**src/rtl/mmio_ps2_rx.sv**
```systemverilog
// Memory-mapped PS/2 device-to-host receiver with a byte FIFO, DATA/STATUS registers and IRQ.
// Define MMIO_PS2_PARITY_EN to enable odd-parity checking and the PERR status flag.
module mmio_ps2_rx #(
  parameter int unsigned DEPTH       = 8,
  parameter int unsigned FILTER_LEN  = 4,
  parameter int unsigned TIMEOUT_CYC = 100000
) (
  input  logic        i_clk,
  input  logic        i_reset_n,
  input  logic        i_ps2_clk,
  input  logic        i_ps2_data,
  input  logic        i_rdEn,
  input  logic [1:0]  i_rdAddr,
  output logic [31:0] o_rdData,
  output logic        o_irq
);

  localparam int unsigned AW = $clog2(DEPTH);
  localparam int unsigned CW = AW + 1;
  localparam int unsigned FW = $clog2(FILTER_LEN + 1);
  localparam int unsigned TW = $clog2(TIMEOUT_CYC + 1);

  localparam logic [1:0] S_IDLE   = 2'd0;
  localparam logic [1:0] S_DATA   = 2'd1;
  localparam logic [1:0] S_PARITY = 2'd2;
  localparam logic [1:0] S_STOP   = 2'd3;

  logic [1:0]    clk_sync;
  logic [1:0]    data_sync;
  logic          clk_filt;
  logic [FW-1:0] filt_cnt;
  logic          fall;
  logic          ps2_data;

  logic [1:0]    state;
  logic [2:0]    bit_cnt;
  logic [7:0]    shift;
  logic [TW-1:0] to_cnt;
  logic          done;
  logic          stop_ok;
  logic          par_ok;

  logic [7:0]    mem [DEPTH];
  logic [AW-1:0] wr_ptr;
  logic [AW-1:0] rd_ptr;
  logic [CW-1:0] count;
  logic          empty;
  logic          full;
  logic          ovf;
  logic          ferr;
  logic          perr;
  logic          push_ev;
  logic          pop;
  logic          wr;
  logic          ovf_ev;
  logic          stat_rd;

  always_ff @(posedge i_clk or negedge i_reset_n) begin
    if (!i_reset_n) begin
      clk_sync  <= '1;
      data_sync <= '1;
    end else begin
      clk_sync  <= {clk_sync[0], i_ps2_clk};
      data_sync <= {data_sync[0], i_ps2_data};
    end
  end

  assign ps2_data = data_sync[1];

  // A level change is accepted on the FILTER_LEN-th consecutive differing sample.
  assign fall = clk_filt && !clk_sync[1] && (filt_cnt == FW'(FILTER_LEN - 1));

  always_ff @(posedge i_clk or negedge i_reset_n) begin
    if (!i_reset_n) begin
      clk_filt <= 1'b1;
      filt_cnt <= '0;
    end else if (clk_sync[1] == clk_filt) begin
      filt_cnt <= '0;
    end else if (filt_cnt == FW'(FILTER_LEN - 1)) begin
      clk_filt <= clk_sync[1];
      filt_cnt <= '0;
    end else begin
      filt_cnt <= filt_cnt + FW'(1);
    end
  end

`ifdef MMIO_PS2_PARITY_EN
  logic par_bit;
  logic par_good;

  always_ff @(posedge i_clk or negedge i_reset_n) begin
    if (!i_reset_n) begin
      par_bit  <= 1'b0;
      par_good <= 1'b1;
    end else if (fall && state == S_PARITY) begin
      par_bit <= ps2_data;
    end else if (fall && state == S_STOP) begin
      par_good <= ^{shift, par_bit};
    end
  end

  assign par_ok = par_good;

  always_ff @(posedge i_clk or negedge i_reset_n) begin
    if (!i_reset_n) perr <= 1'b0;
    else            perr <= (done && !par_ok) || (perr && !stat_rd);
  end
`else
  assign par_ok = 1'b1;
  assign perr   = 1'b0;
`endif

  always_ff @(posedge i_clk or negedge i_reset_n) begin
    if (!i_reset_n) begin
      state   <= S_IDLE;
      bit_cnt <= '0;
      shift   <= '0;
      to_cnt  <= '0;
      done    <= 1'b0;
      stop_ok <= 1'b0;
    end else begin
      done <= 1'b0;
      if (fall) begin
        to_cnt <= '0;
        case (state)
          S_IDLE: begin
            if (!ps2_data) begin
              state   <= S_DATA;
              bit_cnt <= '0;
            end
          end
          S_DATA: begin
            shift   <= {ps2_data, shift[7:1]};
            bit_cnt <= bit_cnt + 3'd1;
            if (bit_cnt == 3'd7) state <= S_PARITY;
          end
          S_PARITY: state <= S_STOP;
          default: begin
            done    <= 1'b1;
            stop_ok <= ps2_data;
            state   <= S_IDLE;
          end
        endcase
      end else if (state != S_IDLE) begin
        if (to_cnt == TW'(TIMEOUT_CYC)) begin
          state  <= S_IDLE;
          to_cnt <= '0;
        end else begin
          to_cnt <= to_cnt + TW'(1);
        end
      end
    end
  end

  // shift is stable during the push cycle: the next frame cannot shift for several cycles.
  assign empty   = (count == '0);
  assign full    = (count == CW'(DEPTH));
  assign push_ev = done && stop_ok && par_ok;
  assign pop     = i_rdEn && (i_rdAddr == 2'd0) && !empty;
  assign stat_rd = i_rdEn && (i_rdAddr == 2'd1);
  assign wr      = push_ev && (!full || pop);
  assign ovf_ev  = push_ev && full && !pop;

  always_ff @(posedge i_clk) begin
    if (wr) mem[wr_ptr] <= shift;
  end

  always_ff @(posedge i_clk or negedge i_reset_n) begin
    if (!i_reset_n) begin
      wr_ptr <= '0;
      rd_ptr <= '0;
      count  <= '0;
      ovf    <= 1'b0;
      ferr   <= 1'b0;
      o_irq  <= 1'b0;
    end else begin
      if (wr)  wr_ptr <= wr_ptr + AW'(1);
      if (pop) rd_ptr <= rd_ptr + AW'(1);
      case ({wr, pop})
        2'b10:   count <= count + CW'(1);
        2'b01:   count <= count - CW'(1);
        default: count <= count;
      endcase
      ovf   <= ovf_ev || (ovf && !stat_rd);
      ferr  <= (done && !stop_ok) || (ferr && !stat_rd);
      o_irq <= !empty;
    end
  end

  always_comb begin
    o_rdData = '0;
    case (i_rdAddr)
      2'd0: if (!empty) o_rdData = {23'b0, 1'b1, mem[rd_ptr]};
      2'd1: o_rdData = {16'b0, 8'(count), 3'b0, perr, ferr, ovf, full, !empty};
      default: o_rdData = '0;
    endcase
  end

endmodule

```
**config.mk**
```make
export PLATFORM = sky130hd
export DESIGN_NAME = mmio_ps2_rx
export DESIGN_NICKNAME = d
export VERILOG_FILES = /design/src/rtl/mmio_ps2_rx.sv
export SDC_FILE = /design/constraint.sdc
export NUM_CORES = 1
export LEC_CHECK = 0
export CAP_MARGIN = 15
export CORE_MARGIN = 2
export CORE_UTILIZATION = 26
export DETAILED_ROUTE_END_ITERATION = 8
export GPL_TIMING_DRIVEN = 0
export PLACE_DENSITY_LB_ADDON = 0.05
export RECOVER_POWER = 25
export SLEW_MARGIN = 0
export SYNTH_ARGS = -nofsm -noshare
export SYNTH_HDL_FRONTEND = slang
export SYNTH_SLANG_ARGS = --single-unit
```
**constraint.sdc**
```tcl
create_clock -name i_clk -period 4.76 [get_ports i_clk]
set_clock_uncertainty 0.1 [all_clocks]
set_input_delay 1.19 -clock i_clk [delete_from_list [all_inputs] [get_ports i_clk]]
set_output_delay 1.19 -clock i_clk [all_outputs]
set_load 0.01 [all_outputs]
```
==> impl_metrics.json <==
{
  "grt-ovfl-total": 0,
  "clock_latency_ns": 0.41,
  "dieArea_mm2": 0.0213,
  "seqCellArea_mm2": 0.00325,
  "post_cts_buffers": 0,
  "synth_largest_area_cell": "edfxtp_1",
  "area_growth_pct": 23.0,
  "ys_warn_count": 0,
  "clk_pin_slew_ns": 0.05,
  "maxSlewViolCount": 0,
  "max-vdd-ir-drop_mv": 0.238,
  "syn_avg_cell_area_um2": 13.8,
  "synth_top_area_share_pct": 36.7,
  "slew_headroom_pct": 27.8,
  "cts_root_buf": "clkbuf_16",
  "synth_common_cells": "edfxtp_1 (64), dfrtp_1 (48), nor2_1 (31)",
  "end_kind": "primary output",
  "p_per_area_mw_per_mm2": 468,
  "synth_edf_count": 64,
  "via_count": 3079,
  "hold_violations": 0,
  "routed_wl_um": 11500,
  "numCtsBuffers": 17,
  "yosysMostFrequentCell": "edfxtp_1",
  "r2r_start": "count[0]",
  "r2r_slack_ns": 2.18,
  "fillers": 1955,
  "cts_sinks": 117,
  "avgViaCountPerCell": 4.31,
  "worst_pin_slew_ns": 1.08,
  "final.min_clock_period_ns": 4.54,
  "cts_tree": "built",
  "async_flop_share_pct": 45.3,
  "critical_path.endpoint": "o_rdData[7]",
  "synth_seq_cells": 117,
  "ios": 40,
  "crit_required_ns": 3.47,
  "hp-class": "flip-flop to flip-flop",
  "grt_max_degree": 54,
  "final-setup-viol-count": 0,
  "instances_no_fill": 715,
  "die_y_um": 146,
  "yosys-top-cells-area": "edfxtp_1 (37%), dfrtp_1 (23%), mux4_2 (6.9%)",
  "synth-main-ff-cell": "edfxtp_1",
  "multiInputGateArea_mm2": 0.00181,
  "crit_type": "primary input to primary output",
  "dp_hpwl_um": 7330,
  "synthCells": 379,
  "io_buffers": 19,
  "max_freq_mhz": 220,
  "crit_start": "i_rdAddr[0]",
  "dr.first_iter.drc_count": 181,
  "ctsResizeCount": 0,
  "remaining_drc_errors": 0,
  "cp.arrival_ns": 3.25,
  "dr.pass1.iters": 4,
  "r2r-end": "mem[4][1]",
  "n_antenna_cell": 0,
  "cap_violations": 0,
  "core_mm2": 0.0196,
  "crit_path_start_kind": "primary input",
  "synthDistinctLibCells": 52,
  "die_w_um": 146,
  "wire_per_inst_um": 16.0,
  "finalCritPeriodShare_pct": 95.4,
  "dpl.cell_count": 684,
  "start_util_pct": 26.7,
  "rr_worst_depth": 4,
  "syn_area_mm2": 0.00523,
  "cts_buffer_depth": 2,
  "grt_antenna_before_repair": 0,
  "outcome": "finished, final reports clean",
  "rows": 51,
  "critPathMaxFanout": 8,
  "finalSetupTns_ns": 0,
  "ant_nets": 0,
  "grt_use_total_pct": 11.5,
  "drive_gt1_share_pct": 21.1,
  "nNetsFinal": 459,
  "grt_pass1_wl_um": 18200,
  "yosysSeqAreaShare_pct": 62.2,
  "hold_buffers": 0,
  "rsz0062_at_grt": "false",
  "leakage_uw": 0.00257,
  "grt_pass1_vias": 3069,
  "gp_congestion": 0.696,
  "cts_max_level": 4
}
[stage by stage]
stage / power [µW] / util (%) / hold WS (ns) / area (µm²) / setup slack, ns
6_report: 3010 / 32.9 / 0.255 / 6440 / 0.218
4_1_cts: 3060 / 32.9 / 0.254 / 6440 / 0.194
3_5_place_dp: 1770 / 29.9 / 0.247 / 5850 / 0.208
2_1_floorplan: 1580 / - / 0.245 / 5310 / 1.46
3_3_place_gp: 1770 / 29.7 / 0.247 / 5830 / 0.188
5_1_grt: 3170 / 32.9 / 0.259 / 6440 / 0.154
[worst min path at each step]
stage / to / depth (start not counted) / start / slack [ns]
2_1_floorplan: clk_sync[1] / 0 / clk_sync[0] / 0.25
3_3_place_gp: data_sync[1] / 0 / data_sync[0] / 0.25
3_5_place_dp: data_sync[1] / 0 / data_sync[0] / 0.25
4_1_cts: data_sync[1] / 0 / data_sync[0] / 0.25
5_1_grt: data_sync[1] / 0 / data_sync[0] / 0.26
6_report: data_sync[1] / 0 / data_sync[0] / 0.25
[flip-flops by register name, summed over array words and instances (netlist names), 2 cells and up]
| signal | flops |
|---|---|
| to_cnt | 17 |
| mem | 64 |
| data_sync | 2 |
| filt_cnt | 3 |
| shift | 8 |
| rd_ptr | 3 |
| clk_sync | 2 |
| bit_cnt | 3 |
| count | 4 |
| state | 2 |
| wr_ptr | 3 |
[metal layers]
layer / wire [µm] / track usage, %
met5: 0 / 0
met4: 173 / 4.56
met3: 326 / 3.17
met2: 5150 / 16.8
met1: 5820 / 16.1
[cells in the final DEF (no fill, tap or decap), types with 4 or more instances in the layout]
| master | instances |
|---|---|
| a21oi_1 | 4 |
| edfxtp_1 | 64 |
| clkinv_2 | 4 |
| o21ai_0 | 15 |
| nor3b_1 | 4 |
| inv_1 | 14 |
| clkbuf_1 | 8 |
| nand3_1 | 7 |
| nand4_1 | 6 |
| dfstp_2 | 5 |
| clkbuf_16 | 17 |
| mux4_2 | 16 |
| and2_1 | 7 |
| dfrtp_1 | 48 |
| nand2_1 | 28 |
| buf_4 | 22 |
| ha_1 | 14 |
| nand2b_1 | 4 |
| xnor2_1 | 7 |
| mux2_2 | 12 |
| nor2_1 | 31 |
| nor2b_1 | 4 |
| conb_1 | 20 |
| mux2i_1 | 8 |
| clkdlybuf4s50_1 | 18 |
| xor2_1 | 9 |
[power by group]
group,internal (µW),switching [µW]
sequential,1130,53.7
clock,829,444
combinational,252,304
total,2210,802
[cells by family after synthesis]
kind of cell / synth area share [%]
simple gates: 11.4
xor+xnor: 2.68
buf+inv: 4.80
other cells: 0.0717
fa+ha+maj: 3.35
flops: 62.2
compound gates: 4.52
mux: 11.0
[final cells by class]
class                   instances  share of cell area [%]
flip-flops and latches        117                    50.6
multi-input cells             237                    28.1
clock buffers                  21                    7.00
well taps                     265                    5.15
repair buffers                 21                    3.21
plain buffers                  30                    3.09
clock inverters                10                    2.06
inverters                      14                   0.816
[worst max-delay path, cell delays in order]
cell	delay (ns)
clkdlybuf4s50_1	0.50
or3_1	0.39
clkbuf_1	0.29
nor2_1	0.29
clkdlybuf4s50_1	0.59
No activity file was read; power rests on OpenSTA's default activity.
